[config.mk]
export PLATFORM = sky130hd
export DESIGN_NAME = dsp_mem_arbiter_flat
export DESIGN_NICKNAME = d
export VERILOG_FILES = /design/src/rtl/dsp_mem_arbiter_pkg.sv /design/src/rtl/dsp_mem_arbiter_if.sv /design/src/rtl/dsp_mem_arbiter_rr_pick2.sv /design/src/rtl/dsp_mem_arbiter.sv /design/src/flat_wrapper.sv
export SDC_FILE = /design/constraint.sdc
export NUM_CORES = 1
export LEC_CHECK = 0
export ABC_AREA = 1
export BUFFER_PORTS_ARGS = -buffer_cell sky130_fd_sc_hd__buf_2
export CAP_MARGIN = 20
export CORE_AREA = 5 5 91 93
export CTS_BUF_LIST = sky130_fd_sc_hd__clkbuf_4
export DETAILED_ROUTE_END_ITERATION = 8
export DIE_AREA = 0 0 96 98
export PLACE_DENSITY = 0.67
export SLEW_MARGIN = 0
export SYNTH_ARGS = -nofsm -noshare
export SYNTH_HDL_FRONTEND = slang
export SYNTH_HIERARCHICAL = 1
export SYNTH_SLANG_ARGS = --single-unit
[constraint.sdc]
create_clock -name clk -period 3 [get_ports clk]
set_clock_uncertainty 0.1 [all_clocks]
set_input_delay 0.15 -clock clk [delete_from_list [all_inputs] [get_ports clk]]
set_output_delay 0.15 -clock clk [all_outputs]
set_load 0.01 [all_outputs]
[src/rtl/dsp_mem_arbiter_pkg.sv]
// Shared definitions for the DSP / sample-DMA SRAM bank II arbiter.
// Contents:
//   SRAM_ADDR_LEN, REG_WORD_LEN : default address and data widths
//   ST_ARB, ST_DMA_LOCK         : FSM state encoding (arb_state_t)
//   OWNER_DSP, OWNER_DMA        : encoding of the last_owner register
//   arb_dbg_t                   : debug view of the arbiter's internal state
package dsp_mem_arbiter_pkg;

    localparam int SRAM_ADDR_LEN = 10;
    localparam int REG_WORD_LEN  = 32;

    localparam logic ST_ARB      = 1'b0;
    localparam logic ST_DMA_LOCK = 1'b1;

    typedef enum logic {
        ARB      = ST_ARB,
        DMA_LOCK = ST_DMA_LOCK
    } arb_state_t;

    localparam logic OWNER_DSP = 1'b0;
    localparam logic OWNER_DMA = 1'b1;

    typedef struct packed {
        arb_state_t  state;
        logic        last_owner;
        logic [7:0]  beat_cnt;
    } arb_dbg_t;

endpackage

[src/rtl/dsp_mem_arbiter_if.sv]
// Bus bundle between the DSP core, the sample DMA, the SRAM bank and the
// arbiter.
//   slave  modport : the arbiter's view (requests in, grants/SRAM out)
//   master modport : the requesters' and SRAM's view
// Handshake: a requester raises *_req with a stable command; the access
// happens in any cycle where its grant is high (DSP: dsp_stall low, DMA:
// dma_gnt high). A read's data returns exactly one cycle later, qualified
// by a single-cycle *_rvalid pulse; writes return nothing.
interface dsp_mem_arbiter_if
    import dsp_mem_arbiter_pkg::*;
#(
    parameter int ADDR_W = SRAM_ADDR_LEN,
    parameter int DATA_W = REG_WORD_LEN
);
    logic              dsp_req;
    logic              dsp_we;
    logic [ADDR_W-1:0] dsp_addr;
    logic [DATA_W-1:0] dsp_wdata;
    logic              dsp_stall;
    logic [DATA_W-1:0] dsp_rdata;
    logic              dsp_rvalid;

    logic              dma_req;
    logic              dma_we;
    logic [ADDR_W-1:0] dma_addr;
    logic [DATA_W-1:0] dma_wdata;
    logic              dma_last;
    logic              dma_gnt;
    logic [DATA_W-1:0] dma_rdata;
    logic              dma_rvalid;

    logic              sram_en;
    logic              sram_we;
    logic [ADDR_W-1:0] sram_addr;
    logic [DATA_W-1:0] sram_wdata;
    logic [DATA_W-1:0] sram_rdata;

    modport slave (
        input  dsp_req, dsp_we, dsp_addr, dsp_wdata,
        output dsp_stall, dsp_rdata, dsp_rvalid,
        input  dma_req, dma_we, dma_addr, dma_wdata, dma_last,
        output dma_gnt, dma_rdata, dma_rvalid,
        output sram_en, sram_we, sram_addr, sram_wdata,
        input  sram_rdata
    );

    modport master (
        output dsp_req, dsp_we, dsp_addr, dsp_wdata,
        input  dsp_stall, dsp_rdata, dsp_rvalid,
        output dma_req, dma_we, dma_addr, dma_wdata, dma_last,
        input  dma_gnt, dma_rdata, dma_rvalid,
        input  sram_en, sram_we, sram_addr, sram_wdata,
        output sram_rdata
    );

endinterface

[src/rtl/dsp_mem_arbiter_rr_pick2.sv]
// Combinational two-way round-robin winner select.
// Ports:
//   req_a, req_b : requests
//   last_b       : 1 when b owned the previous access (a wins a tie)
//   gnt_a, gnt_b : one-hot-or-zero grants
module rr_pick2 (
    input  logic req_a,
    input  logic req_b,
    input  logic last_b,
    output logic gnt_a,
    output logic gnt_b
);
    assign gnt_a = req_a & (~req_b |  last_b);
    assign gnt_b = req_b & (~req_a | ~last_b);
endmodule

[src/rtl/dsp_mem_arbiter.sv]
// Arbiter between the DSP core (single accesses) and the sample DMA
// (bursts) for SRAM bank II. Outside a burst the two alternate; once the
// DMA starts a multi-beat burst it keeps the bank for up to BURST_MAX
// beats, which bounds the DSP's wait to BURST_MAX cycles.
// Ports:
//   clk, rst : clock, synchronous active-high reset
//   bus      : dsp_mem_arbiter_if.slave (DSP, DMA and SRAM signals)
//   dbg      : state, last_owner and beat_cnt for observation
module dsp_mem_arbiter
    import dsp_mem_arbiter_pkg::*;
#(
    parameter int ADDR_W    = SRAM_ADDR_LEN,
    parameter int DATA_W    = REG_WORD_LEN,
    parameter int BURST_MAX = 8
)(
    input  logic                     clk,
    input  logic                     rst,
    dsp_mem_arbiter_if.slave         bus,
    output arb_dbg_t                 dbg
);
    localparam logic [ADDR_W-1:0] ADDR_ZERO   = '0;
    localparam logic [DATA_W-1:0] DATA_ZERO   = '0;
    localparam logic [7:0]        BURST_MAX_B = 8'(BURST_MAX);

    arb_state_t state;
    logic       last_owner;
    logic [7:0] beat_cnt;
    logic [7:0] beat_next;
    logic       rd_dsp;     // read-owner tag: DSP read last cycle
    logic       rd_dma;     // read-owner tag: DMA read last cycle

    logic pick_dsp, pick_dma;
    logic dsp_grant, dma_grant;

    rr_pick2 u_pick (
        .req_a  (bus.dsp_req),
        .req_b  (bus.dma_req),
        .last_b (last_owner == OWNER_DMA),
        .gnt_a  (pick_dsp),
        .gnt_b  (pick_dma)
    );

    // Grants are combinational from registered state and live requests.
    // During a lock the DMA alone may use the bank.
    always_comb begin
        dsp_grant = 1'b0;
        dma_grant = 1'b0;
        if (!rst) begin
            if (state == ARB) begin
                dsp_grant = pick_dsp;
                dma_grant = pick_dma;
            end else begin
                dma_grant = bus.dma_req;
            end
        end
    end

    always_comb begin
        bus.sram_en    = 1'b0;
        bus.sram_we    = 1'b0;
        bus.sram_addr  = ADDR_ZERO;
        bus.sram_wdata = DATA_ZERO;
        if (dsp_grant) begin
            bus.sram_en    = 1'b1;
            bus.sram_we    = bus.dsp_we;
            bus.sram_addr  = bus.dsp_addr;
            bus.sram_wdata = bus.dsp_wdata;
        end else if (dma_grant) begin
            bus.sram_en    = 1'b1;
            bus.sram_we    = bus.dma_we;
            bus.sram_addr  = bus.dma_addr;
            bus.sram_wdata = bus.dma_wdata;
        end
    end

    assign bus.dsp_stall  = bus.dsp_req & ~dsp_grant;
    assign bus.dma_gnt    = dma_grant;
    assign bus.dsp_rvalid = rd_dsp;
    assign bus.dma_rvalid = rd_dma;
    assign bus.dsp_rdata  = rd_dsp ? bus.sram_rdata : DATA_ZERO;
    assign bus.dma_rdata  = rd_dma ? bus.sram_rdata : DATA_ZERO;

    assign beat_next = beat_cnt + 8'd1;

    always_ff @(posedge clk) begin
        if (rst) begin
            state      <= ARB;
            last_owner <= OWNER_DMA;
            beat_cnt   <= 8'd0;
            rd_dsp     <= 1'b0;
            rd_dma     <= 1'b0;
        end else begin
            rd_dsp <= dsp_grant & ~bus.dsp_we;
            rd_dma <= dma_grant & ~bus.dma_we;
            case (state)
                ARB: begin
                    if (dsp_grant) begin
                        last_owner <= OWNER_DSP;
                    end else if (dma_grant) begin
                        if (bus.dma_last || BURST_MAX == 1) begin
                            last_owner <= OWNER_DMA;
                        end else begin
                            state    <= DMA_LOCK;
                            beat_cnt <= 8'd1;
                        end
                    end
                end
                DMA_LOCK: begin
                    // A request gap ends the lock without an access.
                    if (!bus.dma_req || bus.dma_last || beat_next == BURST_MAX_B) begin
                        state      <= ARB;
                        last_owner <= OWNER_DMA;
                        beat_cnt   <= 8'd0;
                    end else begin
                        beat_cnt <= beat_next;
                    end
                end
                default: state <= ARB;
            endcase
        end
    end

    assign dbg = '{state: state, last_owner: last_owner, beat_cnt: beat_cnt};

endmodule
[src/flat_wrapper.sv]
// flat-port wrapper written by rule: the top's interface ports become plain ports
module dsp_mem_arbiter_flat import dsp_mem_arbiter_pkg::*;
#(
    parameter int ADDR_W    = SRAM_ADDR_LEN,
    parameter int DATA_W    = REG_WORD_LEN,
    parameter int BURST_MAX = 8
)
  (clk, rst, dbg, bus_dsp_req, bus_dsp_we, bus_dsp_addr, bus_dsp_wdata, bus_dsp_stall, bus_dsp_rdata, bus_dsp_rvalid, bus_dma_req, bus_dma_we, bus_dma_addr, bus_dma_wdata, bus_dma_last, bus_dma_gnt, bus_dma_rdata, bus_dma_rvalid, bus_sram_en, bus_sram_we, bus_sram_addr, bus_sram_wdata, bus_sram_rdata);
  dsp_mem_arbiter_if #(.ADDR_W(ADDR_W), .DATA_W(DATA_W)) bus_i ();
  input  logic clk;
  input  logic rst;
  output arb_dbg_t dbg;
  input wire logic [$bits(bus_i.dsp_req)-1:0] bus_dsp_req;
  input wire logic [$bits(bus_i.dsp_we)-1:0] bus_dsp_we;
  input wire logic [$bits(bus_i.dsp_addr)-1:0] bus_dsp_addr;
  input wire logic [$bits(bus_i.dsp_wdata)-1:0] bus_dsp_wdata;
  output wire logic [$bits(bus_i.dsp_stall)-1:0] bus_dsp_stall;
  output wire logic [$bits(bus_i.dsp_rdata)-1:0] bus_dsp_rdata;
  output wire logic [$bits(bus_i.dsp_rvalid)-1:0] bus_dsp_rvalid;
  input wire logic [$bits(bus_i.dma_req)-1:0] bus_dma_req;
  input wire logic [$bits(bus_i.dma_we)-1:0] bus_dma_we;
  input wire logic [$bits(bus_i.dma_addr)-1:0] bus_dma_addr;
  input wire logic [$bits(bus_i.dma_wdata)-1:0] bus_dma_wdata;
  input wire logic [$bits(bus_i.dma_last)-1:0] bus_dma_last;
  output wire logic [$bits(bus_i.dma_gnt)-1:0] bus_dma_gnt;
  output wire logic [$bits(bus_i.dma_rdata)-1:0] bus_dma_rdata;
  output wire logic [$bits(bus_i.dma_rvalid)-1:0] bus_dma_rvalid;
  output wire logic [$bits(bus_i.sram_en)-1:0] bus_sram_en;
  output wire logic [$bits(bus_i.sram_we)-1:0] bus_sram_we;
  output wire logic [$bits(bus_i.sram_addr)-1:0] bus_sram_addr;
  output wire logic [$bits(bus_i.sram_wdata)-1:0] bus_sram_wdata;
  input wire logic [$bits(bus_i.sram_rdata)-1:0] bus_sram_rdata;
  assign bus_i.dsp_req = bus_dsp_req;
  assign bus_i.dsp_we = bus_dsp_we;
  assign bus_i.dsp_addr = bus_dsp_addr;
  assign bus_i.dsp_wdata = bus_dsp_wdata;
  assign bus_dsp_stall = bus_i.dsp_stall;
  assign bus_dsp_rdata = bus_i.dsp_rdata;
  assign bus_dsp_rvalid = bus_i.dsp_rvalid;
  assign bus_i.dma_req = bus_dma_req;
  assign bus_i.dma_we = bus_dma_we;
  assign bus_i.dma_addr = bus_dma_addr;
  assign bus_i.dma_wdata = bus_dma_wdata;
  assign bus_i.dma_last = bus_dma_last;
  assign bus_dma_gnt = bus_i.dma_gnt;
  assign bus_dma_rdata = bus_i.dma_rdata;
  assign bus_dma_rvalid = bus_i.dma_rvalid;
  assign bus_sram_en = bus_i.sram_en;
  assign bus_sram_we = bus_i.sram_we;
  assign bus_sram_addr = bus_i.sram_addr;
  assign bus_sram_wdata = bus_i.sram_wdata;
  assign bus_i.sram_rdata = bus_sram_rdata;
  dsp_mem_arbiter #(.ADDR_W(ADDR_W), .DATA_W(DATA_W), .BURST_MAX(BURST_MAX)) u_core (.clk(clk), .rst(rst), .bus(bus_i), .dbg(dbg));
endmodule
==> results_dict.tcl, run 1 <==
set metrics [dict create \
    clock_latency_ns 0.28 \
    grt_max_degree 48 \
    r2r_end "u_core/beat_cnt[0]" \
    yosysTopAreaCellShare_pct 36.9 \
    total_power_uw 602 \
    num_antenna_cells 0 \
    h-tree-depth 1 \
    status "complete, no violations" \
    cts-buffers-inserted 3 \
    grtUsageTotal_pct 17.2 \
    ys_types 27 \
    clock_sinks 12 \
    busiest_layer "met2" \
    dp_cells 712 \
    first_global_vias 2981 \
    reg2reg_depth 9 \
    fin_crit_ns 2.26 \
    drtPass1Iterations 4 \
    synthTopCellsByArea "nand2_1, inv_1, dfxtp_1" \
    synth.net_count 511 \
    async_flop_share_pct 0 \
    fin_nets 742 \
    gp_congestion 0.852 \
    grt_pass1_wl_um 13100 \
    grt-ovfl-total 0 \
    start_util_pct 25.0 \
    use_met3_pct 4.78 \
    multi_input_area_um2 1210 \
    num_rows 32 \
    drv_slew 0 \
    viasPerCell 4.30 \
    yosysTopAreaCell "nand2_1" \
    drc 0 \
    leakagePower_uw 0.00241 \
    cts_tree "yes" \
    netlist_area_um2 1860 \
    hold_path_class "input pin to register" \
    finalHoldViolCount 0 \
    startpoint "u_core/state" \
    critPathCapture "bus_sram_wdata[31]" \
    reg2reg_slack_ns 1.14 \
    critPathRequiredTime_ns 2.75 \
    core_um2 7450 \
    start_kind "register" \
    grtUsageMet1_pct 16.7 \
    synth_warnings 6 \
    dpl.hpwl_um 7600 \
    wire_per_inst_um 12.3 \
    vias 3089 \
    synth-seq-cells 12 \
    met2_usage_pct 33.2 \
    rsz0062_at_grt "no" \
    final_cell_count_no_fill 718 \
    finalCritPeriodShare_pct 75.3 \
    crit_type "register to output pin" \
    cts_root_buf "clkbuf_4" \
    ant_nets 0 \
    setup_viol 0 \
    setup_tns_ns 0 \
    synth-edff-count 0 \
    irDropWorstVdd_mv 0.0939 \
    die_h_um 98 \
    final_layout_size_suffix_gt1_share_pct 42.7 \
    crit_fanout 29 \
    ys.flop_type "dfxtp_1" \
    seq_area_um2 240 \
    holdPathStages 2 \
    cp.arrival_ns 2.01 \
    cts.reportedPaths.clkPinSlew_ns 0.08 \
    syn_area_per_cell_um2 4.82 \
    area_growth_pct 70.8 \
    synth_seq_area_share_pct 12.9 \
    die_x_um 96 \
    p_per_area_nw_per_um2 190 \
    maxCapViolations 0 \
    r2r_start "u_core/state" \
    dpl-instance-area_um2 3130 \
    fill_cells 852 \
    final_area_um2 3180 \
    tightest_slew_ns 1.04 \
    cts_max_path_buffers 2 \
    cp-end-kind "output pin" \
    drtIter0Drc 91 \
    io_buffers 244 \
    fmax_mhz 443 \
    antenna_found_initial 1 \
    wl_um 8830 \
    num_io_pins 245 \
    synthCells 386 \
    slew_headroom_pct 30.5 \
    dieArea_um2 9410 \
    ctsResizeCount 0 \
]
-- Yosys cell counts (2+ instances only) --
master / count
inv_2: 2
dfxtp_1: 12
buf_2: 4
nor2_1: 5
inv_1: 76
a21oi_1: 10
clkbuf_1: 10
o21ai_0: 43
nand2_1: 183
ha_1: 2
nor2_2: 3
xnor2_1: 2
buf_4: 8
nand3b_1: 2
nand3_1: 12
-- logic make-up after synthesis --
logic type | count (synthesis) | synth area share, %
simple gates | 211 | 45.6
fa+ha+maj | 2 | 1.34
compound gates | 58 | 16.9
flops | 12 | 12.9
buf+inv | 101 | 22.3
xor+xnor | 2 | 0.942
-- how the worst min path moves through the flow --
| stage | start | end | slack (ns) |
|---|---|---|---|
| 4_1_cts | rst | u_core/beat_cnt[2] | 0.05 |
| 2_1_floorplan | bus_dma_we | u_core/bus.dma_rvalid | 0.12 |
| 6_report | rst | u_core/beat_cnt[4] | 0.06 |
| 3_5_place_dp | bus_dsp_we | u_core/bus.dsp_rvalid | 0.24 |
| 3_3_place_gp | bus_dma_we | u_core/bus.dma_rvalid | 0.25 |
| 5_1_grt | rst | u_core/beat_cnt[4] | 0.05 |
-- flip-flops by register name, indices dropped and copies added (netlist names) --
signal / cells
u_core/beat_cnt: 8
u_core/bus.dma_rvalid: 1
u_core/bus.dsp_rvalid: 1
u_core/last_owner: 1
u_core/state: 1
-- worst max-delay path, stage by stage, from the launching register on --
cell      delay (ns)
dfxtp_1         0.43
inv_2           0.11
nand3_2         0.09
clkinv_1        0.42
buf_16          0.35
nand2_1         0.06
o21ai_0         0.10
buf_2           0.17
-- cell usage in the layout, fill, tap and decap left out, types with 3 or more instances in the layout --
master    instances
dfxtp_1          12
nor2_1            5
nand2_1         183
inv_1            76
o21ai_0          43
buf_2           244
a21oi_1          10
nand3_1          11
nor2_2            3
clkbuf_4          3
-- power by group --
part | switching, µW | total [µW] | internal (µW)
registers | 13.2 | 176 | 163
logic | 179 | 325 | 146
clock network | 52.9 | 101 | 48.2
total | 245 | 602 | 357
-- stage by stage --
step	setup WS [ns]	util, %	hold slack [ns]
floorplan	1.34	-	0.122
global placement	0.694	41.7	0.250
detailed placement	1.02	42.1	0.243
CTS	0.718	42.7	0.0507
global route	0.556	42.7	0.0539
finish	0.742	42.7	0.0592
-- timing repair --
item / in CTS / in global routing
setup buffers: 0 / 0
hold buffers: 2 / 0
setup endpoints to repair: 0 / 0
endpoints found under the hold margin: 2 / 0
-- per-layer routing --
metal,vias up,share of wire [%]
met4,2,3.1
met2,179,50
met3,22,12
met1,1286,35
met5,-,0.23
li1,1600,-
-- cell type report --
class | instances | share of cell area (%)
repair buffers | 248 | 40.2
inverters | 79 | 9.33
well taps | 102 | 4.02
clock inverters | 1 | 0.118
multi-input cells | 273 | 38.1
clock buffers | 3 | 0.709
flip-flops and latches | 12 | 7.56
(Power assumes the default switching activity.)
==> run 2: changes to the inputs <==
- CORE_AREA: 5 5 91 93 -> 5 5 93 95
- DIE_AREA: 0 0 96 98 -> 0 0 98 100
- clock period: 3 -> 1.9 ns (I/O delays scaled with it)
==> results_dict.tcl, run 2 (synthesized netlist as in run 1, its figures left out) <==
set metrics [dict create \
    slew_headroom_pct 74.9 \
    die_h_um 100 \
    p_clk_share_pct 16.0 \
    wire_per_inst_um 13.0 \
    io_buffers 244 \
    die_x_um 98 \
    h-tree-depth 1 \
    num_rows 32 \
    dp_cells 720 \
    first_global_vias 3061 \
    fmax_mhz 560 \
    num_antenna_cells 0 \
    core_um2 7650 \
    leakagePower_uw 0.00255 \
    ant_nets 0 \
    p_sw_uw 422 \
    cts_max_path_buffers 2 \
    dpl-instance-area_um2 3200 \
    setup_tns_ns 0 \
    pwr-share-comb_pct 58.9 \
    dieArea_um2 9800 \
    drc 0 \
    grtUsageTotal_pct 16.9 \
    vias 3220 \
    final_common_cell "buf_2" \
    grt_pass1_wl_um 14100 \
    cp-end-kind "output pin" \
    cts_root_buf "clkbuf_4" \
    final_area_um2 3450 \
    crit_fanout 10 \
    cp.arrival_ns 1.59 \
    p_int_uw 618 \
    setup_viol 0 \
    num_io_pins 245 \
    crit_type "register to output pin" \
    maxCapViolations 0 \
    fin_util_pct 45.1 \
    drtPass1Iterations 4 \
    cts_tree "yes" \
    drtIter0Drc 124 \
    tightest_slew_ns 0.376 \
    viasPerCell 4.36 \
    seqPwrFrac_pct 25.1 \
    grt-ovfl-total 0 \
    regMostFlops "u_core/beat_cnt" \
    wl_um 9590 \
    dpl.hpwl_um 7590 \
    clock_latency_ns 0.28 \
    start_util_pct 24.3 \
    rsz0062_at_grt "no" \
    hold_path_class "input pin to register" \
    drv_slew 0 \
    area_growth_pct 85.4 \
    final_cell_count_no_fill 738 \
    final_layout_size_suffix_gt1_share_pct 45.0 \
    status "complete, no violations" \
    cts-buffers-inserted 3 \
    cts.reportedPaths.clkPinSlew_ns 0.08 \
    switching_share_pct 40.6 \
    largest_reg_flops 8 \
    layout_common_cells "buf_2, nand2_1, inv_1" \
    fin_crit_ns 1.79 \
    gp_congestion 0.898 \
    finalCritPeriodShare_pct 94.0 \
    critPathRequiredTime_ns 1.70 \
    finalHoldViolCount 0 \
    place_ws_ns 0.230 \
    grt_max_degree 44 \
    clock_sinks 12 \
    antenna_found_initial 0 \
    p_per_area_nw_per_um2 301 \
    irDropWorstVdd_mv 0.138 \
    setup_ws_ns 0.114 \
    fin_nets 762 \
    start_kind "register" \
]
[run 2: area by class of cell]
| class | count | area [µm²] |
|---|---|---|
| Inverter | 79 | 302 |
| Clock buffer | 3 | 22.5 |
| Fill cell | 823 | 4200 |
| Tap cell | 102 | 128 |
| Multi-Input combinational cell | 273 | 1230 |
| Clock inverter | 1 | 3.75 |
| Sequential cell | 12 | 241 |
| Timing Repair Buffer | 268 | 1520 |
[run 2: final timing paths]
kind / start / to / slack [ns] / depth (start not counted)
worst min register to register: u_core/beat_cnt[7] / u_core/beat_cnt[7] / 0.40 / 2
worst max register to register: u_core/beat_cnt[0] / u_core/last_owner / 0.11 / 10
worst max-delay path: u_core/last_owner / bus_sram_wdata[4] / 0.11 / 8
worst min-delay path: rst / u_core/beat_cnt[7] / 0.01 / 2
[run 2: critical path: stages (launching register included)]
cell and delay, ns:
dfxtp_2 0.36, inv_2 0.05, a21oi_4 0.17, nand3_4 0.12, clkinv_4 0.15, clkbuf_16 0.18, nand2_1 0.04, o21ai_0 0.06
buf_2 0.16
[run 2: per-stage QoR]
stage | hold slack [ns] | power [µW]
2_1_floorplan | 0.0674 | 520
3_3_place_gp | 0.196 | 806
3_5_place_dp | 0.204 | 811
4_1_cts | 0.00612 | 998
5_1_grt | 0.00835 | 1130
6_report | 0.0112 | 1040
[run 2: layer usage]
| metal | vias up | share of wire (%) | routed length (µm) | global-route usage (%) |
|---|---|---|---|---|
| li1 | 1643 | - | - | - |
| met1 | 1364 | 37 | 3560 | 18.6 |
| met2 | 191 | 50 | 4780 | 31.8 |
| met3 | 22 | 10 | 998 | 4.24 |
| met4 | 0 | 2.7 | 259 | 5.32 |
| met5 | - | 0 | 0 | 0 |
[run 2: power groups by stage]
stage	logic (µW)	registers, µW	clock network [µW]
after CTS	566	261	172
after detailed placement	544	266	0
after global routing	676	262	191
final	612	261	167
after global placement	540	266	0
after floorplan	249	271	0
[run 2: timing repair]
item,CTS,global route
buffers inserted,0,6
setup endpoints to repair,24,42
pin swaps,1,2
endpoints found under the hold margin,2,1
hold buffers,2,1
gates cloned,1,4
resized for setup,4,12
